==> src/rtl/if_fetch_unit_if.sv <==
`default_nettype none
// ============================================================================
// Module      : if_fetch_unit_if
// Description : Bundles the fetch-stage signals: the redirect input, the
//               Icache request/response channel and the IF/ID queue head.
//               master = fetch unit side, slave = environment side
//               (flow control, Icache and decode).
// Signals     : redirect_valid_i/redirect_pc_i   redirect from flow control
//               icache_req_o/icache_pc_o         fetch request and its PC
//               icache_ready_i                   Icache accepts the request
//               icache_rvalid_i/icache_rdata_i   block response
//               out_valid_o/out_pc_o/out_inst_o/out_mask_o  queue head
//               out_ready_i                      downstream consumes the head
// Revision    : 1.0 - initial release
// ============================================================================
interface if_fetch_unit_if #(
  parameter int FETCH_W = 2
);
  logic                   redirect_valid_i;
  logic [31:0]            redirect_pc_i;
  logic                   icache_req_o;
  logic [31:0]            icache_pc_o;
  logic                   icache_ready_i;
  logic                   icache_rvalid_i;
  logic [32*FETCH_W-1:0]  icache_rdata_i;
  logic                   out_valid_o;
  logic [31:0]            out_pc_o;
  logic [32*FETCH_W-1:0]  out_inst_o;
  logic [FETCH_W-1:0]     out_mask_o;
  logic                   out_ready_i;

  modport master (
    input  redirect_valid_i, redirect_pc_i,
    output icache_req_o, icache_pc_o,
    input  icache_ready_i, icache_rvalid_i, icache_rdata_i,
    output out_valid_o, out_pc_o, out_inst_o, out_mask_o,
    input  out_ready_i
  );

  modport slave (
    output redirect_valid_i, redirect_pc_i,
    input  icache_req_o, icache_pc_o,
    output icache_ready_i, icache_rvalid_i, icache_rdata_i,
    input  out_valid_o, out_pc_o, out_inst_o, out_mask_o,
    output out_ready_i
  );
endinterface
`default_nettype wire

==> src/rtl/if_fetch_unit.sv <==
`default_nettype none
// ============================================================================
// Module      : if_fetch_unit
// Description : Fetch stage. Issues block-aligned fetch requests to the
//               Icache (one outstanding), buffers returned blocks in a
//               FQ_DEPTH-entry queue towards IF/ID, and handles redirects by
//               flushing the queue and dropping stale responses.
// Ports       : clk    - clock
//               rst_n  - asynchronous active-low reset
//               bus    - if_fetch_unit_if.master (redirect, Icache channel,
//                        queue head towards decode)
// Revision    : 1.0 - initial release
// ============================================================================
module if_fetch_unit #(
  parameter logic [31:0] RESET_PC = 32'h0,
  parameter int          FETCH_W  = 2,
  parameter int          FQ_DEPTH = 4
) (
  input  wire logic        clk,
  input  wire logic        rst_n,
  if_fetch_unit_if.master  bus
);

  localparam int c_BLK_BYTES = 4 * FETCH_W;
  localparam int c_OFF_W     = $clog2(FETCH_W);
  localparam int c_PTR_W     = $clog2(FQ_DEPTH);
  localparam int c_CNT_W     = c_PTR_W + 1;
  localparam int c_DATA_W    = 32 * FETCH_W;

  localparam logic [31:0]        c_BLK_INC  = 32'(c_BLK_BYTES);
  localparam logic [31:0]        c_BLK_MASK = ~(32'(c_BLK_BYTES) - 32'd1);
  localparam logic [c_CNT_W-1:0] c_FULL     = c_CNT_W'(FQ_DEPTH);
  localparam logic [c_CNT_W-1:0] c_CNT_ONE  = c_CNT_W'(1);
  localparam logic [c_PTR_W-1:0] c_PTR_ONE  = c_PTR_W'(1);

  typedef enum logic [1:0] {
    S_START = 2'd0,
    S_REQ   = 2'd1,
    S_WAIT  = 2'd2,
    S_DRAIN = 2'd3
  } state_t;

  state_t              r_state;
  state_t              w_state_nxt;
  logic [31:0]         r_fetch_pc;
  logic [31:0]         w_fetch_pc_nxt;
  logic [c_PTR_W-1:0]  r_wr_ptr;
  logic [c_PTR_W-1:0]  r_rd_ptr;
  logic [c_CNT_W-1:0]  r_count;

  logic [31:0]         r_q_pc   [FQ_DEPTH];
  logic [c_DATA_W-1:0] r_q_inst [FQ_DEPTH];
  logic [FETCH_W-1:0]  r_q_mask [FQ_DEPTH];

  logic               w_req;
  logic               w_accept;
  logic               w_redirect;
  logic               w_flush;
  logic               w_push;
  logic               w_pop;
  logic               w_valid;
  logic [31:0]        w_base;
  logic [FETCH_W-1:0] w_mask;

  // The request is gated by the registered count only; the slot taken by a
  // request stays reserved through WAIT, so its response can never overflow.
  assign w_req      = (r_state == S_REQ) && (r_count < c_FULL);
  assign w_accept   = w_req && bus.icache_ready_i;
  assign w_redirect = bus.redirect_valid_i;
  assign w_flush    = w_redirect && (r_state != S_START);
  assign w_push     = (r_state == S_WAIT) && bus.icache_rvalid_i && !w_redirect;
  assign w_valid    = (r_count != '0);
  assign w_pop      = w_valid && bus.out_ready_i;
  assign w_base     = r_fetch_pc & c_BLK_MASK;

  // Slots below the word offset of the fetch PC belong to the previous
  // block position and are marked invalid (e.g. after a mid-block redirect).
  generate
    if (FETCH_W == 1) begin : g_mask_single
      assign w_mask = 1'b1;
    end else begin : g_mask_multi
      logic [c_OFF_W-1:0] w_off;
      assign w_off = r_fetch_pc[c_OFF_W+1:2];
      for (genvar k = 0; k < FETCH_W; k++) begin : g_bit
        assign w_mask[k] = (c_OFF_W'(k) >= w_off);
      end
    end
  endgenerate

  always_comb begin
    w_state_nxt    = r_state;
    w_fetch_pc_nxt = r_fetch_pc;
    case (r_state)
      S_START: begin
        w_state_nxt = S_REQ;
        if (w_redirect) w_fetch_pc_nxt = bus.redirect_pc_i;
      end
      S_REQ: begin
        if (w_redirect) begin
          w_fetch_pc_nxt = bus.redirect_pc_i;
          // A request accepted in the redirect cycle is already stale.
          w_state_nxt    = w_accept ? S_DRAIN : S_REQ;
        end else if (w_accept) begin
          w_state_nxt = S_WAIT;
        end
      end
      S_WAIT: begin
        if (w_redirect) begin
          w_fetch_pc_nxt = bus.redirect_pc_i;
          w_state_nxt    = bus.icache_rvalid_i ? S_REQ : S_DRAIN;
        end else if (bus.icache_rvalid_i) begin
          w_fetch_pc_nxt = w_base + c_BLK_INC;
          w_state_nxt    = S_REQ;
        end
      end
      S_DRAIN: begin
        if (w_redirect) w_fetch_pc_nxt = bus.redirect_pc_i;
        if (bus.icache_rvalid_i) w_state_nxt = S_REQ;
      end
      default: w_state_nxt = S_START;
    endcase
  end

  always_ff @(posedge clk or negedge rst_n) begin
    if (!rst_n) begin
      r_state    <= S_START;
      r_fetch_pc <= RESET_PC;
      r_wr_ptr   <= '0;
      r_rd_ptr   <= '0;
      r_count    <= '0;
    end else begin
      r_state    <= w_state_nxt;
      r_fetch_pc <= w_fetch_pc_nxt;
      if (w_flush) begin
        r_wr_ptr <= '0;
        r_rd_ptr <= '0;
        r_count  <= '0;
      end else begin
        if (w_push) r_wr_ptr <= r_wr_ptr + c_PTR_ONE;
        if (w_pop)  r_rd_ptr <= r_rd_ptr + c_PTR_ONE;
        if (w_push && !w_pop)      r_count <= r_count + c_CNT_ONE;
        else if (!w_push && w_pop) r_count <= r_count - c_CNT_ONE;
      end
    end
  end

  // Queue storage needs no reset: the head is masked to zero while empty.
  always_ff @(posedge clk) begin
    if (w_push) begin
      r_q_pc[r_wr_ptr]   <= w_base;
      r_q_inst[r_wr_ptr] <= bus.icache_rdata_i;
      r_q_mask[r_wr_ptr] <= w_mask;
    end
  end

  assign bus.icache_req_o = w_req;
  assign bus.icache_pc_o  = r_fetch_pc;
  assign bus.out_valid_o  = w_valid;
  assign bus.out_pc_o     = w_valid ? r_q_pc[r_rd_ptr]   : '0;
  assign bus.out_inst_o   = w_valid ? r_q_inst[r_rd_ptr] : '0;
  assign bus.out_mask_o   = w_valid ? r_q_mask[r_rd_ptr] : '0;

endmodule
`default_nettype wire

==> src/flat_wrapper.sv <==
// flat-port wrapper written by rule: the top's interface ports become plain ports
module if_fetch_unit_flat 
#(
  parameter logic [31:0] RESET_PC = 32'h0,
  parameter int          FETCH_W  = 2,
  parameter int          FQ_DEPTH = 4
)
  (clk, rst_n, bus_redirect_valid_i, bus_redirect_pc_i, bus_icache_req_o, bus_icache_pc_o, bus_icache_ready_i, bus_icache_rvalid_i, bus_icache_rdata_i, bus_out_valid_o, bus_out_pc_o, bus_out_inst_o, bus_out_mask_o, bus_out_ready_i);
  if_fetch_unit_if #(.FETCH_W(FETCH_W)) bus_i ();
  input  wire logic clk;
  input  wire logic rst_n;
  input wire logic [$bits(bus_i.redirect_valid_i)-1:0] bus_redirect_valid_i;
  input wire logic [$bits(bus_i.redirect_pc_i)-1:0] bus_redirect_pc_i;
  output wire logic [$bits(bus_i.icache_req_o)-1:0] bus_icache_req_o;
  output wire logic [$bits(bus_i.icache_pc_o)-1:0] bus_icache_pc_o;
  input wire logic [$bits(bus_i.icache_ready_i)-1:0] bus_icache_ready_i;
  input wire logic [$bits(bus_i.icache_rvalid_i)-1:0] bus_icache_rvalid_i;
  input wire logic [$bits(bus_i.icache_rdata_i)-1:0] bus_icache_rdata_i;
  output wire logic [$bits(bus_i.out_valid_o)-1:0] bus_out_valid_o;
  output wire logic [$bits(bus_i.out_pc_o)-1:0] bus_out_pc_o;
  output wire logic [$bits(bus_i.out_inst_o)-1:0] bus_out_inst_o;
  output wire logic [$bits(bus_i.out_mask_o)-1:0] bus_out_mask_o;
  input wire logic [$bits(bus_i.out_ready_i)-1:0] bus_out_ready_i;
  assign bus_i.redirect_valid_i = bus_redirect_valid_i;
  assign bus_i.redirect_pc_i = bus_redirect_pc_i;
  assign bus_icache_req_o = bus_i.icache_req_o;
  assign bus_icache_pc_o = bus_i.icache_pc_o;
  assign bus_i.icache_ready_i = bus_icache_ready_i;
  assign bus_i.icache_rvalid_i = bus_icache_rvalid_i;
  assign bus_i.icache_rdata_i = bus_icache_rdata_i;
  assign bus_out_valid_o = bus_i.out_valid_o;
  assign bus_out_pc_o = bus_i.out_pc_o;
  assign bus_out_inst_o = bus_i.out_inst_o;
  assign bus_out_mask_o = bus_i.out_mask_o;
  assign bus_i.out_ready_i = bus_out_ready_i;
  if_fetch_unit #(.RESET_PC(RESET_PC), .FETCH_W(FETCH_W), .FQ_DEPTH(FQ_DEPTH)) u_core (.clk(clk), .rst_n(rst_n), .bus(bus_i));
endmodule
==> config.mk <==
export PLATFORM = sky130hd
export DESIGN_NAME = if_fetch_unit_flat
export DESIGN_NICKNAME = d
export VERILOG_FILES = /design/src/rtl/if_fetch_unit_if.sv /design/src/rtl/if_fetch_unit.sv /design/src/flat_wrapper.sv
export SDC_FILE = /design/constraint.sdc
export NUM_CORES = 1
export LEC_CHECK = 0
export BUFFER_PORTS_ARGS = -buffer_cell sky130_fd_sc_hd__buf_2
export CORE_ASPECT_RATIO = 1.5
export CORE_MARGIN = 2
export CORE_UTILIZATION = 35
export CTS_BUF_LIST = sky130_fd_sc_hd__clkbuf_8
export CTS_CLUSTER_DIAMETER = 150
export CTS_CLUSTER_SIZE = 8
export DETAILED_ROUTE_END_ITERATION = 8
export SLEW_MARGIN = 5
export SYNTH_ARGS = -nofsm -noshare
export SYNTH_HDL_FRONTEND = slang
export SYNTH_SLANG_ARGS = --single-unit
==> constraint.sdc <==
create_clock -name clk -period 3.6 [get_ports clk]
set_clock_uncertainty 0.1 [all_clocks]
set_input_delay 0.36 -clock clk [delete_from_list [all_inputs] [get_ports clk]]
set_output_delay 0.36 -clock clk [all_outputs]
set_load 0.01 [all_outputs]
==> flow_summary.html, run 1 <==
<table>
<tr><th>Metric</th><th>Value</th></tr>
<tr><th colspan="2">Outcome</th></tr>
<tr><td>Run status</td><td>finished, final reports clean</td></tr>
<tr><th colspan="2">Placement</th></tr>
<tr><td>Weighted congestion at the end of routability-driven global placement</td><td>between 0.7 and 0.8</td></tr>
<tr><td>Placement-stage worst setup slack</td><td>around 0.96 ns</td></tr>
<tr><td>Port Buffer Count</td><td>between 200 and 250</td></tr>
<tr><td>Placed wire-length estimate after detailed placement</td><td>21,270 um</td></tr>
<tr><th colspan="2">Floorplan</th></tr>
<tr><td>Die H</td><td>approximately 270 um</td></tr>
<tr><td>Initial core utilization</td><td>between 30% and 40%</td></tr>
<tr><td>Floorplan die area</td><td>approximately 49,000 um^2</td></tr>
<tr><td>Number of placement rows</td><td>97</td></tr>
<tr><td>Placeable core region</td><td>46,600 um^2</td></tr>
<tr><td>Number of ports placed on the die boundary</td><td>234</td></tr>
<tr><td>Die Width</td><td>around 180 um</td></tr>
<tr><th colspan="2">Clock network</th></tr>
<tr><td>Depth of the CTS H-tree</td><td>2</td></tr>
<tr><td>Longest Clk Path Bufs</td><td>3</td></tr>
<tr><td>Clock root buffer</td><td>sky130_fd_sc_hd__clkbuf_8</td></tr>
<tr><td>Total clock buffers created by CTS</td><td>58</td></tr>
<tr><td>Number of setup buffers added after CTS</td><td>0</td></tr>
<tr><td>Clock transition at the registers of the reported paths</td><td>roughly 0.060 ns</td></tr>
<tr><td>Sinks on the clock net</td><td>about 420</td></tr>
<tr><td>Later-pin clock latency in the skew report</td><td>about 0.60 ns</td></tr>
<tr><td>TritonCTS clock tree</td><td>yes</td></tr>
<tr><th colspan="2">Finish</th></tr>
<tr><td>Area of combinational cells with multiple inputs</td><td>3960 um^2</td></tr>
<tr><td>Share of layout cells above drive strength 1</td><td>approximately a third</td></tr>
<tr><td>Fill cell total of the finished layout</td><td>between 4,000 and 5,000</td></tr>
<tr><td>Area delta synth-&gt;final</td><td>23.26%</td></tr>
<tr><td>Storage element area</td><td>around 12,000 um^2</td></tr>
<tr><td>Number of nets in the final layout</td><td>around 1,300</td></tr>
<tr><th colspan="2">Yosys</th></tr>
<tr><td>Library cell occupying the most area in the post-synthesis netlist</td><td>sky130_fd_sc_hd__edfxtp_1</td></tr>
<tr><td>Proportion of synthesized chip area in sequential cells</td><td>around three quarters</td></tr>
<tr><td>Netlist Area Pre-Place</td><td>approximately 17,000 um^2</td></tr>
<tr><td>Share of the synthesized area in the top cell type</td><td>between 60% and 70%</td></tr>
<tr><td>Largest cells by area after synthesis</td><td>sky130_fd_sc_hd__edfxtp_1 68%, sky130_fd_sc_hd__mux4_2 13%, sky130_fd_sc_hd__dfrtp_1 6.2%</td></tr>
<tr><td>Number of standard cells after synthesis</td><td>roughly 860</td></tr>
<tr><td>Yosys reg bits</td><td>approximately 420</td></tr>
<tr><td>Count of distinct cell types in the synthesized netlist</td><td>45</td></tr>
<tr><td>Cell with the most instances after synthesis</td><td>sky130_fd_sc_hd__edfxtp_1</td></tr>
<tr><td>Synth top cells by count</td><td>376 x sky130_fd_sc_hd__edfxtp_1, 94 x sky130_fd_sc_hd__and2_1, 94 x sky130_fd_sc_hd__mux4_2, 41 x sky130_fd_sc_hd__dfrtp_1</td></tr>
<tr><td>Total of warnings raised by yosys</td><td>0</td></tr>
<tr><td>Mean instance size in the synthesized netlist</td><td>roughly 19 um^2</td></tr>
<tr><td>Asr flop ratio synth</td><td>under 10%</td></tr>
<tr><td>Most used DFF post-synth</td><td>sky130_fd_sc_hd__edfxtp_1</td></tr>
<tr><td>EDFF count, synth</td><td>about 380</td></tr>
<tr><th colspan="2">Critical path</th></tr>
<tr><td>Cells along the critical path</td><td>buf_12, mux4_2, and2_1, buf_2</td></tr>
<tr><td>Setup Crit Path Kind</td><td>register to output pin</td></tr>
<tr><td>Type of origin of the critical path</td><td>register</td></tr>
<tr><td>Slowest Stage Delay on Critical Path</td><td>between 0.7 and 0.8 ns</td></tr>
<tr><td>Cell with the largest stage delay on the worst path</td><td>sky130_fd_sc_hd__dfrtp_4</td></tr>
<tr><td>Nature of the critical path endpoint</td><td>output pin</td></tr>
<tr><td>Required time reported for the critical path endpoint</td><td>3.14 ns</td></tr>
<tr><td>WP data arrival</td><td>2.38 ns</td></tr>
<tr><td>CP Max Fanout</td><td>34</td></tr>
<tr><th colspan="2">STA</th></tr>
<tr><td>Post-Route Setup TNS</td><td>0 ns</td></tr>
<tr><td>Number of endpoints with negative hold slack in the final report</td><td>0</td></tr>
<tr><td>Setup ws final</td><td>0.7560 ns</td></tr>
<tr><td>Final period utilization</td><td>~80%</td></tr>
<tr><td>Actual slew at the worst max-slew pin</td><td>between 1 and 1.5 ns</td></tr>
<tr><td>Maximum clock frequency</td><td>about 350 MHz</td></tr>
<tr><td>Final Slew Violations</td><td>0</td></tr>
<tr><td>Tightest slew margin relative to the limit</td><td>33.05%</td></tr>
<tr><td>Minimum clock period after layout</td><td>~2.8 ns</td></tr>
<tr><td>Unrepaired setup endpoints after global routing</td><td>false</td></tr>
<tr><td>Final setup viols</td><td>0</td></tr>
<tr><th colspan="2">Pwr</th></tr>
<tr><td>Sequential group share of total power</td><td>between 40% and 50%</td></tr>
<tr><td>Power per unit of standard cell area</td><td>a little over 600 nW/um^2</td></tr>
<tr><td>Fraction of power spent switching nets</td><td>about 31%</td></tr>
<tr><td>LEAKAGE</td><td>~7.1 nW</td></tr>
<tr><td>Proportion of power drawn by the clock network</td><td>25.3%</td></tr>
<tr><td>Peak supply drop</td><td>about 0.00068 V</td></tr>
<tr><td>Combinational group share of total power</td><td>between 30% and 40%</td></tr>
<tr><td>Power Internal</td><td>8.583 mW</td></tr>
<tr><td>Power spent charging and discharging nets</td><td>slightly below 4 mW</td></tr>
<tr><th colspan="2">Drt</th></tr>
<tr><td>Via Count</td><td>9,124</td></tr>
<tr><td>Drt wl/cell</td><td>roughly 20 um</td></tr>
<tr><td>Post-detailed-route DRC marker count</td><td>0</td></tr>
<tr><td>WL final</td><td>between 30,000 and 40,000 um</td></tr>
<tr><td>Vias/cell</td><td>between 4 and 5</td></tr>
<tr><td>Violation count after the first detailed-routing iteration</td><td>567</td></tr>
<tr><td>Final ANT Viol Nets</td><td>0</td></tr>
<tr><td>First-pass detailed-route iteration total</td><td>6</td></tr>
<tr><th colspan="2">GRT</th></tr>
<tr><td>Via count of the first global-routing pass</td><td>about 10,000</td></tr>
<tr><td>GR Overflow Total</td><td>0</td></tr>
<tr><td>Overall Global Routing Usage</td><td>between 10% and 20%</td></tr>
<tr><td>First-pass GRT wire length</td><td>57,230 um</td></tr>
<tr><td>Antenna violations before repair</td><td>1</td></tr>
<tr><td>Maximum number of pins on one net before global-route repair</td><td>93</td></tr>
<tr><th colspan="2">Worst hold path</th></tr>
<tr><td>Type of the most critical hold path</td><td>input port to register</td></tr>
<tr><th colspan="2">Flow run</th></tr>
<tr><td>Max-Cap Viols</td><td>0</td></tr>
</table>
==> kinds of logic (layout without fill, tap and decap cells) <==
family,count (synthesis),in the layout,synth area share (%)
DFF,417,417,74.64
and+or+nand+nor,208,208,7.257
muxes,99,99,13.15
buffers and inverters,61,439,1.555
AOI/OAI and AO/OA,54,54,2.002
xor gates and xnor gates,15,15,0.7962
adders and majority gates,7,7,0.5763
other,1,4,0.02273
==> per-stage QoR <==
step | std cells | utilization (%) | power [mW] | area, um^2 | hold WS, ns
4_1_cts | 1836 | 43.63 | 12.68 | 20340 | 0.03321
5_1_grt | 1837 | 43.64 | 13.10 | 20340 | 0.08486
2_1_floorplan | 864 | - | 7.840 | 16510 | -0.03559
3_5_place_dp | 1650 | 39.51 | 9.414 | 18410 | 0.4294
6_report | 1837 | 43.64 | 12.43 | 20340 | 0.1034
3_3_place_gp | 1650 | 39.51 | 9.385 | 18410 | 0.4291
==> critical path: cells and delay by family, from the launching register on <==
| family | cells | cell delay (ns) |
|---|---|---|
| buffers and inverters | 2 | 0.43 |
| AND/OR/NAND/NOR | 1 | 0.19 |
| flip-flops | 1 | 0.75 |
| multiplexers | 1 | 0.34 |
==> layout make-up <==
class                           instances  share of cell area, %
Timing Repair Buffer                  343                  11.55
Antenna cell                            1                0.01230
Inverter                               10                 0.1846
Sequential cell                       417                  60.60
Clock buffer                           58                  3.925
Tap cell                              594                  3.654
Multi-Input combinational cell        386                  19.47
Clock inverter                         28                 0.6029
==> timing repair <==
action / in CTS / in global routing
gates resized for setup: 0 / 0
hold buffers: 100 / 0
hold endpoints to repair: 331 / 0
==> power by group through the flow <==
stage	Combinational, mW	Clock, mW	Sequential [mW]
final	3.73	3.14	5.56
after global placement	3.74	0	5.65
after floorplan	2.24	0	5.60
after detailed placement	3.76	0	5.66
after CTS	3.86	3.27	5.56
after global routing	4.07	3.46	5.57
==> registers in the layout, indices dropped and copies added, names as in the netlist <==
register	flops
u_core.r_wr_ptr	2
u_core.bus.icache_pc_o	32
u_core.r_q_mask	4
u_core.r_q_pc	116
u_core.r_count	3
u_core.r_q_inst	256
u_core.r_rd_ptr	2
u_core.r_state	2
==> cell usage in the layout, fill, tap and decap left out, types with 4 or more instances in the layout <==
master                          Yosys  routed
sky130_fd_sc_hd__buf_4              4       5
sky130_fd_sc_hd__o31ai_1           11      11
sky130_fd_sc_hd__o21ai_0           21      21
sky130_fd_sc_hd__clkbuf_8           0      58
sky130_fd_sc_hd__ha_1               6       6
sky130_fd_sc_hd__nor2_1            25      25
sky130_fd_sc_hd__and3_4             0       4
sky130_fd_sc_hd__mux4_2            94      94
sky130_fd_sc_hd__xnor2_1            8       8
sky130_fd_sc_hd__xor2_1             7       7
sky130_fd_sc_hd__buf_2             10     230
sky130_fd_sc_hd__nand4_1            5       5
sky130_fd_sc_hd__inv_1             10      34
sky130_fd_sc_hd__nand3_1            8       8
sky130_fd_sc_hd__or4_1             11      11
sky130_fd_sc_hd__nand2_1           32      32
sky130_fd_sc_hd__buf_12             0       8
sky130_fd_sc_hd__dlygate4sd3_1      0     100
sky130_fd_sc_hd__dfrtp_1           41      39
sky130_fd_sc_hd__or3_1              5       4
sky130_fd_sc_hd__a31oi_1           14      14
sky130_fd_sc_hd__edfxtp_1         376     376
sky130_fd_sc_hd__nor4_1             6       6
sky130_fd_sc_hd__and2_1            94      94
==> routing by layer <==
metal	vias to the layer above	track usage [%]	share of wire (%)
li1	4115	-	-
met2	231	28.36	54
met1	4715	17.82	40
met4	0	4.750	2.3
met3	63	2.171	3.5
met5	-	0	0
==> path summary, 6_finish.rpt <==
path,startpoint,to,slack [ns],cells past startpoint
min,bus_out_ready_i,u_core.r_rd_ptr[0]$_DFFE_PN0P_,0.10,4
max in group asynchronous,rst_n,u_core.r_rd_ptr[0]$_DFFE_PN0P_,2.29,2
max,u_core.r_rd_ptr[1]$_DFFE_PN0P_,bus_out_inst_o[59],0.76,4
min in group asynchronous,rst_n,u_core.bus.icache_pc_o[12]$_DFFE_PN0P_,0.38,2
min reg2reg,u_core.bus.icache_pc_o[1]$_DFFE_PN0P_,u_core.bus.icache_pc_o[1]$_DFFE_PN0P_,0.44,2
max reg2reg,u_core.r_state[0]$_DFFE_PN0P_,u_core.bus.icache_pc_o[29]$_DFFE_PN0P_,0.97,4
(Power assumes the default switching activity.)
==> inputs of run 2 (changes only) <==
--- a/config.mk
+++ b/config.mk
@@ -5,6 +5,7 @@
 export SDC_FILE = /design/constraint.sdc
 export NUM_CORES = 1
 export LEC_CHECK = 0
+export ABC_AREA = 1
 export BUFFER_PORTS_ARGS = -buffer_cell sky130_fd_sc_hd__buf_2
 export CORE_ASPECT_RATIO = 1.5
 export CORE_MARGIN = 2
==> constraint.sdc (replaced) <==
create_clock -name clk -period 2.6 [get_ports clk]
set_clock_uncertainty 0.1 [all_clocks]
set_input_delay 0.26 -clock clk [delete_from_list [all_inputs] [get_ports clk]]
set_output_delay 0.26 -clock clk [all_outputs]
set_load 0.01 [all_outputs]
==> run 2 against run 1 <==
Against the previous run: via count increased by 41%; core utilization rose by 0.70 points; flip-flop and latch count is the same; synthesized cell count increased by 80%; sequential share of layout area fell by 4.4 points; critical path type unchanged; clock power increased by 38%.
==> flow_summary.html, run 2 <==
<table>
<tr><th>Metric</th><th>Value</th></tr>
<tr><th colspan="2">Outcome</th></tr>
<tr><td>Run status</td><td>finished, final reports clean (unchanged)</td></tr>
<tr><th colspan="2">Worst hold path</th></tr>
<tr><td>Hold Startpoint</td><td>bus_redirect_valid_i (was bus_out_ready_i)</td></tr>
<tr><td>Hold path endpoint</td><td>u_core.bus.icache_pc_o[24]$_DFFE_PN0P_ (was u_core.r_rd_ptr[0]$_DFFE_PN0P_)</td></tr>
<tr><td>Type of the most critical hold path</td><td>input port to register (unchanged)</td></tr>
<tr><td>Hold depth</td><td>5 (was 4)</td></tr>
<tr><th colspan="2">Yosys</th></tr>
<tr><td>Combinational family with the most area after synthesis</td><td>simple AND/OR/NAND/NOR gates (was multiplexers)</td></tr>
<tr><td>EDFF count, synth</td><td>376 (unchanged)</td></tr>
<tr><td>Share of the synthesized area in the top cell type</td><td>64.90% (was 68.43%)</td></tr>
<tr><td>Library cell occupying the most area in the post-synthesis netlist</td><td>sky130_fd_sc_hd__edfxtp_1 (unchanged)</td></tr>
<tr><td>Asr flop ratio synth</td><td>9.832% (unchanged)</td></tr>
<tr><td>Total of warnings raised by yosys</td><td>0 (unchanged)</td></tr>
<tr><td>Number of standard cells after synthesis</td><td>1,550 (was 862)</td></tr>
<tr><td>Synthesized-area fraction occupied by ao, oa, aoi and oai cells</td><td>9.651% (was 2.002%)</td></tr>
<tr><td>Largest cells by area after synthesis</td><td>sky130_fd_sc_hd__edfxtp_1 65%, sky130_fd_sc_hd__nor2_1 9.6%, sky130_fd_sc_hd__dfrtp_1 5.9% (was sky130_fd_sc_hd__edfxtp_1 68%, sky130_fd_sc_hd__mux4_2 13%, sky130_fd_sc_hd__dfrtp_1 6.2%)</td></tr>
<tr><td>Synth top cells by count</td><td>444 x sky130_fd_sc_hd__nor2_1, 376 x sky130_fd_sc_hd__edfxtp_1, 194 x sky130_fd_sc_hd__o21ai_0, 142 x sky130_fd_sc_hd__nand2_1, 105 x sky130_fd_sc_hd__a21oi_1 (was 376 x sky130_fd_sc_hd__edfxtp_1, 94 x sky130_fd_sc_hd__and2_1, 94 x sky130_fd_sc_hd__mux4_2, 41 x sky130_fd_sc_hd__dfrtp_1)</td></tr>
<tr><td>Post-synthesis mux area share</td><td>0% (was 13.15%)</td></tr>
<tr><td>Cell with the most instances after synthesis</td><td>sky130_fd_sc_hd__nor2_1 (was sky130_fd_sc_hd__edfxtp_1)</td></tr>
<tr><td>Yosys reg bits</td><td>417 (unchanged)</td></tr>
<tr><td>Xor and xnor fraction of the mapped netlist area</td><td>0.2014% (was 0.7962%)</td></tr>
<tr><td>Mean instance size in the synthesized netlist</td><td>11.22 um^2 (was 19.14 um^2)</td></tr>
<tr><td>Netlist Area Pre-Place</td><td>17,400 um^2 (was 16,500 um^2)</td></tr>
<tr><td>Most used DFF post-synth</td><td>sky130_fd_sc_hd__edfxtp_1 (unchanged)</td></tr>
<tr><td>Count of distinct cell types in the synthesized netlist</td><td>41 (was 45)</td></tr>
<tr><td>Simple logic cell fraction of the synthesized area</td><td>15.28% (was 7.257%)</td></tr>
<tr><td>Proportion of synthesized chip area in sequential cells</td><td>70.79% (was 74.64%)</td></tr>
<tr><td>Post-synthesis share of cell area spent on full adders, half adders and majority gates</td><td>0.5466% (was 0.5763%)</td></tr>
<tr><th colspan="2">Pwr</th></tr>
<tr><td>Power Internal</td><td>11.91 mW (was 8.583 mW)</td></tr>
<tr><td>Sequential group share of total power</td><td>41.9% (was 44.7%)</td></tr>
<tr><td>Power per unit of standard cell area</td><td>846.7 nW/um^2 (was 610.9 nW/um^2)</td></tr>
<tr><td>Combinational group share of total power</td><td>34.8% (was 30.0%)</td></tr>
<tr><td>Fraction of power spent switching nets</td><td>35.83% (was 30.92%)</td></tr>
<tr><td>LEAKAGE</td><td>8.285 nW (was 7.117 nW)</td></tr>
<tr><td>Power spent charging and discharging nets</td><td>6.647 mW (was 3.842 mW)</td></tr>
<tr><td>Peak supply drop</td><td>0.0004183 V (was 0.0006830 V)</td></tr>
<tr><td>Proportion of power drawn by the clock network</td><td>23.3% (was 25.3%)</td></tr>
<tr><th colspan="2">STA</th></tr>
<tr><td>Number of endpoints with negative hold slack in the final report</td><td>0 (unchanged)</td></tr>
<tr><td>Maximum clock frequency</td><td>388.9 MHz</td></tr>
<tr><td>Unrepaired setup endpoints after global routing</td><td>true (was false)</td></tr>
<tr><td>Tightest slew margin relative to the limit</td><td>50.07% (was 33.05%)</td></tr>
<tr><td>Setup ws final</td><td>0.02863 ns (was 0.7560 ns)</td></tr>
<tr><td>Final setup viols</td><td>0 (unchanged)</td></tr>
<tr><td>Minimum clock period after layout</td><td>approximately 2.6 ns</td></tr>
<tr><td>Final period utilization</td><td>between 90% and 100%</td></tr>
<tr><td>Actual slew at the worst max-slew pin</td><td>0.7411 ns (was 1.004 ns)</td></tr>
<tr><td>Final Slew Violations</td><td>0 (unchanged)</td></tr>
<tr><th colspan="2">Critical path</th></tr>
<tr><td>Setup Crit Path Kind</td><td>register to output pin (unchanged)</td></tr>
<tr><td>Required time reported for the critical path endpoint</td><td>2.24 ns (was 3.14 ns)</td></tr>
<tr><td>Nature of the critical path endpoint</td><td>output pin (unchanged)</td></tr>
<tr><td>Type of origin of the critical path</td><td>register (unchanged)</td></tr>
<tr><td>CP Max Fanout</td><td>35 (was 34)</td></tr>
<tr><td>Startpoint of the lowest-slack register-to-register path</td><td>u_core.bus.icache_pc_o[3]$_DFFE_PN0P_ (was u_core.r_state[0]$_DFFE_PN0P_)</td></tr>
<tr><td>R2R depth</td><td>9 (was 4)</td></tr>
<tr><td>Start point of the critical path</td><td>u_core.r_rd_ptr[0]$_DFFE_PN0P_ (was u_core.r_rd_ptr[1]$_DFFE_PN0P_)</td></tr>
<tr><td>Worst reg2reg path endpoint</td><td>u_core.bus.icache_pc_o[17]$_DFFE_PN0P_ (was u_core.bus.icache_pc_o[29]$_DFFE_PN0P_)</td></tr>
<tr><td>WP data arrival</td><td>2.21 ns (was 2.38 ns)</td></tr>
<tr><td>Worst setup slack for register-to-register paths</td><td>0.15 ns (was 0.97 ns)</td></tr>
<tr><th colspan="2">Finish</th></tr>
<tr><td>Most used cells in the layout excluding fill and tap cells</td><td>440 x sky130_fd_sc_hd__nor2_1, 376 x sky130_fd_sc_hd__edfxtp_1, 230 x sky130_fd_sc_hd__buf_2 (was 376 x sky130_fd_sc_hd__edfxtp_1, 230 x sky130_fd_sc_hd__buf_2, 100 x sky130_fd_sc_hd__dlygate4sd3_1)</td></tr>
<tr><td>Area of all placed cells without fillers</td><td>21,910 um^2 (was 20,340 um^2)</td></tr>
<tr><td>Number of flip-flops under the largest register name</td><td>256 (unchanged)</td></tr>
<tr><td>Largest reg by FF count</td><td>u_core.r_q_inst (unchanged)</td></tr>
<tr><td>Share of layout cells above drive strength 1</td><td>20.65% (was 33.25%)</td></tr>
<tr><td>Storage element area</td><td>12,320 um^2 (unchanged)</td></tr>
<tr><td>Area of combinational cells with multiple inputs</td><td>4573 um^2 (was 3960 um^2)</td></tr>
<tr><td>Area delta synth-&gt;final</td><td>25.96% (was 23.26%)</td></tr>
<tr><td>Most common library cell in the layout ignoring fill and taps</td><td>sky130_fd_sc_hd__nor2_1 (was sky130_fd_sc_hd__edfxtp_1)</td></tr>
<tr><td>Fill cell total of the finished layout</td><td>4,525 (was 4,157)</td></tr>
<tr><td>Number of nets in the final layout</td><td>2,024 (was 1,325)</td></tr>
<tr><td>Utilization of the core after routing</td><td>44.34% (was 43.64%)</td></tr>
<tr><th colspan="2">GRT</th></tr>
<tr><td>Antenna violations before repair</td><td>1 (unchanged)</td></tr>
<tr><td>First-pass GRT wire length</td><td>72,290 um (was 57,230 um)</td></tr>
<tr><td>Via count of the first global-routing pass</td><td>12,991 (was 9,978)</td></tr>
<tr><td>Maximum number of pins on one net before global-route repair</td><td>83 (was 93)</td></tr>
<tr><td>GR Overflow Total</td><td>0 (unchanged)</td></tr>
<tr><td>Overall Global Routing Usage</td><td>18.30% (was 15.16%)</td></tr>
<tr><th colspan="2">Floorplan</th></tr>
<tr><td>Number of ports placed on the die boundary</td><td>234 (unchanged)</td></tr>
<tr><td>Die Width</td><td>186.0 um (was 181.3 um)</td></tr>
<tr><td>Number of placement rows</td><td>100 (was 97)</td></tr>
<tr><td>Die H</td><td>277.1 um (was 269.9 um)</td></tr>
<tr><td>Placeable core region</td><td>49,420 um^2 (was 46,600 um^2)</td></tr>
<tr><td>Initial core utilization</td><td>35.20% (was 35.41%)</td></tr>
<tr><td>Floorplan die area</td><td>51,540 um^2 (was 48,930 um^2)</td></tr>
<tr><th colspan="2">Drt</th></tr>
<tr><td>Vias/cell</td><td>4.957 (was 4.967)</td></tr>
<tr><td>Post-detailed-route DRC marker count</td><td>0 (unchanged)</td></tr>
<tr><td>Final ANT Viol Nets</td><td>0 (unchanged)</td></tr>
<tr><td>First-pass detailed-route iteration total</td><td>5 (was 6)</td></tr>
<tr><td>Drt wl/cell</td><td>19.26 um (was 20.22 um)</td></tr>
<tr><td>Via Count</td><td>12,899 (was 9,124)</td></tr>
<tr><td>WL final</td><td>50,110 um (was 37,150 um)</td></tr>
<tr><td>Violation count after the first detailed-routing iteration</td><td>748 (was 567)</td></tr>
<tr><th colspan="2">Clock network</th></tr>
<tr><td>Sinks on the clock net</td><td>417 (unchanged)</td></tr>
<tr><td>Later-pin clock latency in the skew report</td><td>0.60 ns (about the same)</td></tr>
<tr><td>Clock transition at the registers of the reported paths</td><td>0.07 ns (was 0.06 ns)</td></tr>
<tr><td>Depth of the CTS H-tree</td><td>2 (unchanged)</td></tr>
<tr><td>TritonCTS clock tree</td><td>yes (unchanged)</td></tr>
<tr><td>Longest Clk Path Bufs</td><td>3 (unchanged)</td></tr>
<tr><td>Clock root buffer</td><td>sky130_fd_sc_hd__clkbuf_8 (unchanged)</td></tr>
<tr><td>Total clock buffers created by CTS</td><td>58 (unchanged)</td></tr>
<tr><th colspan="2">Placement</th></tr>
<tr><td>Placement-stage worst setup slack</td><td>0.4538 ns (was 0.9559 ns)</td></tr>
<tr><td>Post-placement cell area</td><td>19,480 um^2 (was 18,410 um^2)</td></tr>
<tr><td>Weighted congestion at the end of routability-driven global placement</td><td>0.9340 (was 0.7401)</td></tr>
<tr><td>Port Buffer Count</td><td>230 (unchanged)</td></tr>
<tr><td>Placed wire-length estimate after detailed placement</td><td>28,830 um (was 21,270 um)</td></tr>
<tr><th colspan="2">Flow run</th></tr>
<tr><td>Max-Cap Viols</td><td>0 (unchanged)</td></tr>
</table>
-- run 2: layout make-up --
class	count	area share, %
Sequential cell	417	56.24
Multi-Input combinational cell	1000	20.87
Timing Repair Buffer	389	14.05
Tap cell	663	3.785
Clock buffer	58	3.643
Inverter	49	0.9420
Clock inverter	24	0.4568
Antenna cell	2	0.02284
-- run 2: worst max path at each step --
stage,endpoint,slack [ns]
CTS,bus_out_inst_o[10],-0.03
finish,bus_out_inst_o[54],0.03
floorplan,u_core.r_q_inst[0][0]$_DFFE_PP_,-0.25
global route,bus_out_pc_o[16],-0.05
global placement,bus_out_pc_o[14],0.44
detailed placement,bus_out_pc_o[14],0.45
-- run 2: worst max-delay path: stages (launching register included) --
cell and delay, ns:
sky130_fd_sc_hd__dfrtp_4 0.53, sky130_fd_sc_hd__buf_4 0.18, sky130_fd_sc_hd__clkinv_8 0.12, sky130_fd_sc_hd__clkbuf_16 0.24, sky130_fd_sc_hd__o21ai_0 0.13, sky130_fd_sc_hd__a21oi_2 0.24
sky130_fd_sc_hd__buf_2 0.18
-- run 2: power groups by stage --
stage               registers [mW]  logic [mW]  clock network (mW)
floorplan                     7.81        3.25                   0
global placement              7.92        5.43                   0
detailed placement            7.94        5.52                   0
CTS                           7.79        5.99                4.45
global route                  7.79        7.10                4.70
finish                        7.77        6.46                4.33
-- run 2: metrics by stage --
step,hold WS [ns],TNS (ns),cells,power (mW)
2_1_floorplan,-0.1356,-89.58,1552,11.07
3_3_place_gp,0.1698,0,2393,13.36
3_5_place_dp,0.1769,0,2393,13.46
4_1_cts,0.004687,-0.09606,2585,18.22
5_1_grt,0.04278,-0.2429,2601,19.58
6_report,0.04638,0,2602,18.56
-- run 2: layer usage --
metal	share of wire (%)	vias to the layer above	track usage, %
met5	0	-	0
met4	3.3	0	7.066
met3	4.9	91	2.538
met2	54	411	34.34
met1	38	6313	20.57
li1	-	6084	-
-- run 2: cell families (layout without fill, tap and decap cells) --
group | Yosys count | in the layout
and+or+nand+nor | 657 | 657
DFF | 417 | 417
AOI/OAI and AO/OA | 329 | 329
buffers and inverters | 135 | 520
adders and majority gates | 7 | 7
xor gates and xnor gates | 4 | 4
other | 1 | 5
-- run 2: repair_timing --
item / in CTS / in global routing
buffers inserted: 4 / 7
pin swaps: 0 / 4
cloned: 1 / 9
hold buffers: 105 / 0
resized for setup: 32 / 16
endpoints found under the setup margin: 85 / 59
endpoints found under the hold margin: 332 / 0
